===== config.mk =====
export PLATFORM = sky130hd
export DESIGN_NAME = if_fetch_queue
export DESIGN_NICKNAME = d
export VERILOG_FILES = /design/src/rtl/if_fetch_queue.sv
export SDC_FILE = /design/constraint.sdc
export NUM_CORES = 1
export LEC_CHECK = 0
export ABC_AREA = 1
export CORE_MARGIN = 4
export CORE_UTILIZATION = 35
export DETAILED_ROUTE_END_ITERATION = 10
export GPL_TIMING_DRIVEN = 0
export HOLD_SLACK_MARGIN = 0.1
export PLACE_DENSITY = 0.56
export SLEW_MARGIN = 5
export SYNTH_ARGS = -nofsm -noshare
export SYNTH_HDL_FRONTEND = slang
export SYNTH_SLANG_ARGS = --single-unit

===== constraint.sdc =====
create_clock -name clk_i -period 3.91 [get_ports clk_i]
set_clock_uncertainty 0.15 [all_clocks]
set_input_delay 0.782 -clock clk_i [delete_from_list [all_inputs] [get_ports clk_i]]
set_output_delay 0.782 -clock clk_i [all_outputs]
set_load 0.01 [all_outputs]

===== src/rtl/if_fetch_queue.sv =====
// if_fetch_queue: PC generator plus DEPTH-entry prefetch queue feeding ID.
// Ports: clk_i/rst_i, start_i, flush_i/redirect_pc_i, imem req/gnt/rvalid,
// inst/pc/valid/ready to ID. IF_PERF_CNT_EN adds perf_fetch_o/perf_drop_o.
module if_fetch_queue #(
  parameter int unsigned     XLEN     = 32,
  parameter int unsigned     DEPTH    = 4,
  parameter logic [XLEN-1:0] RESET_PC = '0
) (
  input  logic            clk_i,
  input  logic            rst_i,
  input  logic            start_i,
  input  logic            flush_i,
  input  logic [XLEN-1:0] redirect_pc_i,
  output logic            imem_req_o,
  output logic [XLEN-1:0] imem_addr_o,
  input  logic            imem_gnt_i,
  input  logic            imem_rvalid_i,
  input  logic [XLEN-1:0] imem_rdata_i,
  output logic            inst_valid_o,
  output logic [XLEN-1:0] inst_o,
  output logic [XLEN-1:0] pc_o,
  input  logic            inst_ready_i
`ifdef IF_PERF_CNT_EN
  ,
  output logic [31:0]     perf_fetch_o,
  output logic [31:0]     perf_drop_o
`endif
);

  localparam int unsigned CW = $clog2(DEPTH + 1);
  localparam int unsigned AW = $clog2(DEPTH);
  localparam logic [CW:0] LIMIT = (CW + 1)'(DEPTH);

  logic [XLEN-1:0] fetch_pc;
  logic [XLEN-1:0] resp_pc;
  logic [CW-1:0]   occ;
  logic [CW-1:0]   outst;
  logic [CW-1:0]   discard;
  logic [CW-1:0]   outst_nxt;
  logic [AW-1:0]   rd_ptr;
  logic [AW-1:0]   wr_ptr;
  logic [XLEN-1:0] pc_q   [DEPTH];
  logic [XLEN-1:0] inst_q [DEPTH];

  logic [CW:0]     inflight;
  logic            accept;
  logic            enq;
  logic            drop;
  logic            pop;
  logic [XLEN-1:0] redirect;

  // Credit covers both queued entries and fetches still in flight, so
  // every granted request is guaranteed a queue slot on return.
  assign inflight = {1'b0, occ} + {1'b0, outst};
  assign imem_req_o = rst_i & start_i & ~flush_i & (inflight < LIMIT);
  assign imem_addr_o = fetch_pc;
  assign accept = imem_req_o & imem_gnt_i;

  // Responses issued before a redirect are dropped until discard drains.
  assign enq  = imem_rvalid_i & ~flush_i & (discard == '0);
  assign drop = imem_rvalid_i & ~enq;

  assign inst_valid_o = (occ != '0);
  assign pop = inst_valid_o & inst_ready_i & ~flush_i;
  assign inst_o = inst_valid_o ? inst_q[rd_ptr] : '0;
  assign pc_o   = inst_valid_o ? pc_q[rd_ptr]   : '0;

  assign redirect = redirect_pc_i & ~XLEN'(3);
  assign outst_nxt = outst + CW'(accept) - CW'(imem_rvalid_i);

  always_ff @(posedge clk_i or negedge rst_i) begin
    if (!rst_i) begin
      fetch_pc <= RESET_PC;
      resp_pc  <= RESET_PC;
      occ      <= '0;
      outst    <= '0;
      discard  <= '0;
      rd_ptr   <= '0;
      wr_ptr   <= '0;
    end else if (flush_i) begin
      fetch_pc <= redirect;
      resp_pc  <= redirect;
      occ      <= '0;
      rd_ptr   <= '0;
      wr_ptr   <= '0;
      outst    <= outst_nxt;
      discard  <= outst_nxt;
    end else begin
      if (accept) fetch_pc <= fetch_pc + XLEN'(4);
      if (enq) begin
        resp_pc <= resp_pc + XLEN'(4);
        wr_ptr  <= wr_ptr + AW'(1);
      end
      if (pop) rd_ptr <= rd_ptr + AW'(1);
      occ   <= occ + CW'(enq) - CW'(pop);
      outst <= outst_nxt;
      if (drop) discard <= discard - CW'(1);
    end
  end

  always_ff @(posedge clk_i or negedge rst_i) begin
    if (!rst_i) begin
      for (int i = 0; i < int'(DEPTH); i++) begin
        pc_q[i]   <= '0;
        inst_q[i] <= '0;
      end
    end else if (enq) begin
      pc_q[wr_ptr]   <= resp_pc;
      inst_q[wr_ptr] <= imem_rdata_i;
    end
  end

`ifdef IF_PERF_CNT_EN
  always_ff @(posedge clk_i or negedge rst_i) begin
    if (!rst_i) begin
      perf_fetch_o <= '0;
      perf_drop_o  <= '0;
    end else begin
      if (enq && perf_fetch_o != '1) perf_fetch_o <= perf_fetch_o + 32'd1;
      if (drop && perf_drop_o != '1) perf_drop_o <= perf_drop_o + 32'd1;
    end
  end
`endif

endmodule


==> After elaboration in Yosys (flattened, before gate mapping) <==
Index checks and enable logic that the tools add are counted.
{ "totals": {"reg_bits": 333, "output_inout_bits": 98, "in_bits": 71} }
{ "op_classes": {"bitwise": 13, "add_sub_neg": 10, "n_mux": 23, "order_cmp": 4, "reduce_logical": 7} }
{ "ops": {"columns": ["operator", "n"], "rows": [
  ["$mux W32", 11],
  ["$bwmux W128", 2],
  ["$bmux W32 S2", 2],
  ["$add A32 B3 Y32 const B", 2],
  ["$demux W32 S2", 1],
  ["$and A1 B1 Y1", 9],
  ["$mux W3", 3],
  ["$mux W2", 4],
  ["$reduce_bool A2 Y1", 4],
  ["$add A3 B1 Y3", 2],
  ["$ge A3 B3 Y1 const B", 2],
  ["$not A2 Y3", 2],
  ["$sub A3 B1 Y3", 2],
  ["$add A2 B1 Y2 const B", 2],
  ["$add A3 B3 Y4", 1],
  ["$lt A4 B3 Y1 const B", 1],
  ["$logic_not A3 Y1", 1],
  ["$lt A3 B1 Y1 const B", 1],
  ["$reduce_bool A3 Y1", 1],
  ["$sub A3 B1 Y3 const B", 1],
  ["$not A1 Y1", 2],
  ["$logic_and A1 B1 Y1", 1]
]} }

==> Logic depth before layout (Yosys ltp) <==
{ "depth": {"ltp_word": 7, "depth_mapped": 15, "depth_no_buf": 14} }

==> Worst setup path before layout <==
Ideal clock, no wire load.
{ "synth_path": {"path_type": "input -> register", "start": "input flush_i", "end": "register discard[2]", "arrival_ps": 2676, "cell_stages": 15, "path_slack_ps": 953, "setup_time_ps": 131, "path_cell_list": "buf_6 clkinv_4 nand2_1 nor2_2 nand3_4 buf_2 ha_1 inv_1 ha_1 inv_1 fa_1 xnor2_1 nand2_1 nand3_1 o21ai_0"} }
{ "synth_via": {"elab_chain_len": 7} }
{ "synth_rtl": {"columns": ["item", "line_no", "source"], "rows": [
  ["start, declared", "12", "input logic flush_i,"],
  ["$not A1 Y1", "55, 60", null],
  ["$and A1 B1 Y1 (2 in a row)", "55", "assign imem_req_o = rst_i & start_i & ~flush_i & (inflight < LIMIT);"],
  ["$and A1 B1 Y1", "57", "assign accept = imem_req_o & imem_gnt_i;"],
  ["$add A3 B1 Y3", "69", "assign outst_nxt = outst + CW'(accept) - CW'(imem_rvalid_i);"],
  ["$sub A3 B1 Y3", "69", null],
  ["$mux W3", "80", "end else if (flush_i) begin"],
  ["end signal, assigned", "87", "discard <= outst_nxt;"],
  ["end signal, assigned", "97", "if (drop) discard <= discard - CW'(1);"],
  ["end, declared", "38", "logic [CW-1:0] discard;"]
]} }
Several ways; a longest one is shown, not always the timed one.
A chain may end at the register's enable or synchronous reset.

==> Worst setup path after layout <==
{ "layout_path": {"start": "register rd_ptr[0]", "end": "output pc_o[2]"} }
{ "layout_via": {"elab_chain_len": 5} }
{ "layout_rtl": {"columns": ["item", "line_no", "source"], "rows": [
  ["start, declared", "40", "logic [AW-1:0] rd_ptr;"],
  ["start signal, assigned", "94", "if (pop) rd_ptr <= rd_ptr + AW'(1);"],
  ["$not A2 Y3 (implied by the code)", "66", "assign pc_o = inst_valid_o ? pc_q[rd_ptr] : '0;"],
  ["$bmux W32 S2", "66", null],
  ["$mux W32 (implied by the code) (2 in a row)", "66", null],
  ["$mux W32", "66", null],
  ["end, declared", "21", "output logic [XLEN-1:0] pc_o,"]
]} }
Every way passes these cells. The select of a mux whose other input is x is not followed.

==> out/summary.txt <==
Starting Density = 0.354
top-count cell post-synth = nand2_1
endpoints failing setup = 0
Via density = 5.02
clock sink total = 321
LEAKAGE = 8.94 nW
DR iter-0 viols = 1203
total gr overflow = 0
Synth warnings = 0
Core Box Area = 45300 um^2
Worst Path Max Fanout = 10
Pre-Repair DR Iteration Count = 7
Syn-to-layout area delta = 23.7%
Top Ports = 169
Final Max Slew Viols = 0
Synth Area per Inst = 7.79 um^2
Arr. time, crit path = 2.86 ns
dominant synthesized flop cell = dfrtp_1
I/O Buffers = 161
initial antenna violation count = 0
post-DP HPWL = 36300 um
R2R depth = 15
antenna-violating nets left = 0
CTS Buf Count = 39
total wire length = 50900 um
Mapped Cells = 2058
share of layout cells above drive strength 1 = 0.0675
Die X = 222 um
Layout Nets = 2354
clk_lat worst skew = 0.54 ns
Seq/Total Area, Yosys = 0.501
CP Launch Type = flop
worst reg2reg startpoint = occ[2]$_DFF_PN0_
cell taking the most area after synthesis = dfrtp_1
commonest cells in the netlist = nand2_1 (490), nor2_1 (330), dfrtp_1 (321)
diodes inserted = 0
CP required = 2.98 ns
worst hold endpoint = inst_q[74]$_DFFE_PN0P_
Post-synth ARST share = 1.00
Hold Crit Start = inst_q[74]$_DFFE_PN0P_
CTS tree = built
Worst Tran Pin Value = 0.653 ns
DRC viols = 0
worst setup margin = 0.117 ns
vias in the first global route = 14400
Post-CTS Setup Bufs = 0
dpl cell area = 18500 um^2
Fill cells = 4647
pre-CTS setup slack = 0.266 ns
DR vias = 14500
gpl congestion = 0.869
fmax = 264 MHz
final hold vios = 0
Post-Layout Inst Area = 19800 um^2
Clock Pin Slew Worst Setup and Hold Paths = 0.06 ns
r2r endpoint = discard[2]$_DFFE_PN0P_
clk buf depth = 3
largest net degree at the start of global routing = 107
Synth Cell Area = 16000 um^2
Rows = 78
R2R Setup Slk = 0.84 ns
crit path time final = 3.79 ns
DIE AREA = 49300 um^2
path type of the worst min-delay path = flop to flop
Tcrit/Tclk final = 0.970
setup TNS = 0 ns
Synth top area share = 0.501
final std cells w/o fill = 2895
die height = 222 um
Hold Crit Depth = 2
number of synthesized register bits = 321
H-tree levels = 2
Max Cap Violations = 0
Total GRT Usage = 0.200
Post-synth EDFFs = 0
outcome = completed
Inst Count DP = 2825
critical path class = flop to output port
library cells used by synthesis = 40
final hold slack = 0.329 ns
Setup crit end kind = output port
DR WL/cell = 17.6 um
first-pass GRT wire length = 79900 um
PwrDens = 627 nW/um^2
Max VDD drop = 304 uV
Synth area leaders = dfrtp_1 (50%), nand2_1 (11%), o21ai_0 (7.8%)
Slew HR = 0.565
CTS Root Cell = clkbuf_16
## sequential cells by signal, indices dropped and copies added (netlist names)
signal       flops
occ              3
inst_q         128
outst            3
pc_q           120
discard          3
resp_pc         30
imem_addr_o     30
rd_ptr           2
wr_ptr           2
## worst max-delay path by stage
| stage | startpoint | depth (start not counted) | endpoint |
|---|---|---|---|
| 2_1_floorplan | flush_i | 15 | discard[2]$_DFFE_PN0P_ |
| 3_3_place_gp | rst_i | 1 | pc_q[60]$_DFFE_PN0P_ |
| 4_1_cts | rd_ptr[0]$_DFFE_PN0P_ | 7 | inst_o[17] |
| 3_5_place_dp | rst_i | 16 | discard[2]$_DFFE_PN0P_ |
| 6_report | rd_ptr[0]$_DFFE_PN0P_ | 7 | pc_o[2] |
| 5_1_grt | rst_i | 17 | discard[2]$_DFFE_PN0P_ |
## through the flow
step	util	power, mW
global placement	0.406	8.69
global route	0.438	13.2
CTS	0.438	12.5
finish	0.438	12.4
floorplan	-	6.88
detailed placement	0.408	8.77
## where the power goes
group          internal [mW]  switching (mW)
Combinational           1.74            2.50
Sequential              4.03           0.456
Clock                   2.28            1.42
## critical path, stage by stage, from the launching register on
cell	delay (ns)
dfrtp_1	0.36
buf_2	0.21
inv_2	0.21
buf_4	0.27
clkbuf_2	0.28
o21ai_0	0.13
a21oi_1	0.28
clkdlybuf4s50_1	0.60
## cells in the final DEF, fill, tap and decap left out, types with 7 or more instances in the layout
master / synthesis / final
buf_1: 8 / 8
clkbuf_16: 0 / 41
ha_1: 14 / 14
nand2_1: 490 / 490
nor2_1: 330 / 330
dfrtp_1: 321 / 321
buf_6: 30 / 30
o21ai_0: 250 / 250
a21oi_1: 74 / 74
nand4_1: 10 / 10
xnor2_1: 7 / 7
buf_4: 9 / 11
nand3_1: 75 / 75
xor2_1: 14 / 14
inv_1: 139 / 139
clkbuf_8: 0 / 9
o211ai_1: 12 / 12
o21ai_1: 161 / 161
clkdlybuf4s50_1: 0 / 160
buf_2: 18 / 16
clkbuf_1: 51 / 49
clkinv_2: 0 / 8
clkbuf_2: 0 / 10
## layer usage
metal	up-vias	track usage	routed length [um]
met5	-	0	0
li1	7075	-	-
met3	82	0.0334	2830
met1	6972	0.277	23200
met4	0	0.0518	1170
met2	404	0.330	23700
## layout make-up
| type | count | area [um^2] | area share |
|---|---|---|---|
| multi-input cells | 1479 | 6740 | 0.340 |
| repair buffers | 165 | 1710 | 0.0864 |
| well taps | 600 | 751 | 0.0379 |
| clock buffers | 58 | 1180 | 0.0595 |
| inverters | 145 | 552 | 0.0278 |
| clock inverters | 11 | 130 | 0.00656 |
| flip-flops and latches | 321 | 8030 | 0.405 |
| plain buffers | 116 | 734 | 0.0370 |
## repair_timing
| action | 4_1_cts | 5_1_grt |
|---|---|---|
| hold endpoints to repair | 52 | 0 |
| resized for setup | 7 | 11 |
| setup endpoints to repair | 44 | 25 |
| hold buffers | 1 | 0 |
## cells by family (layout without fill, tap and decap cells)
group | Yosys count | in the layout | synth area share
and+or+nand+nor | 931 | 931 | 0.233
AOI/OAI and AO/OA | 507 | 507 | 0.162
DFF | 321 | 321 | 0.501
buffers and inverters | 261 | 495 | 0.0792
xor gates and xnor gates | 21 | 21 | 0.0115
adders and majority gates | 16 | 16 | 0.0134
other | 1 | 4 | 0.000234
(Power assumes the default switching activity.)
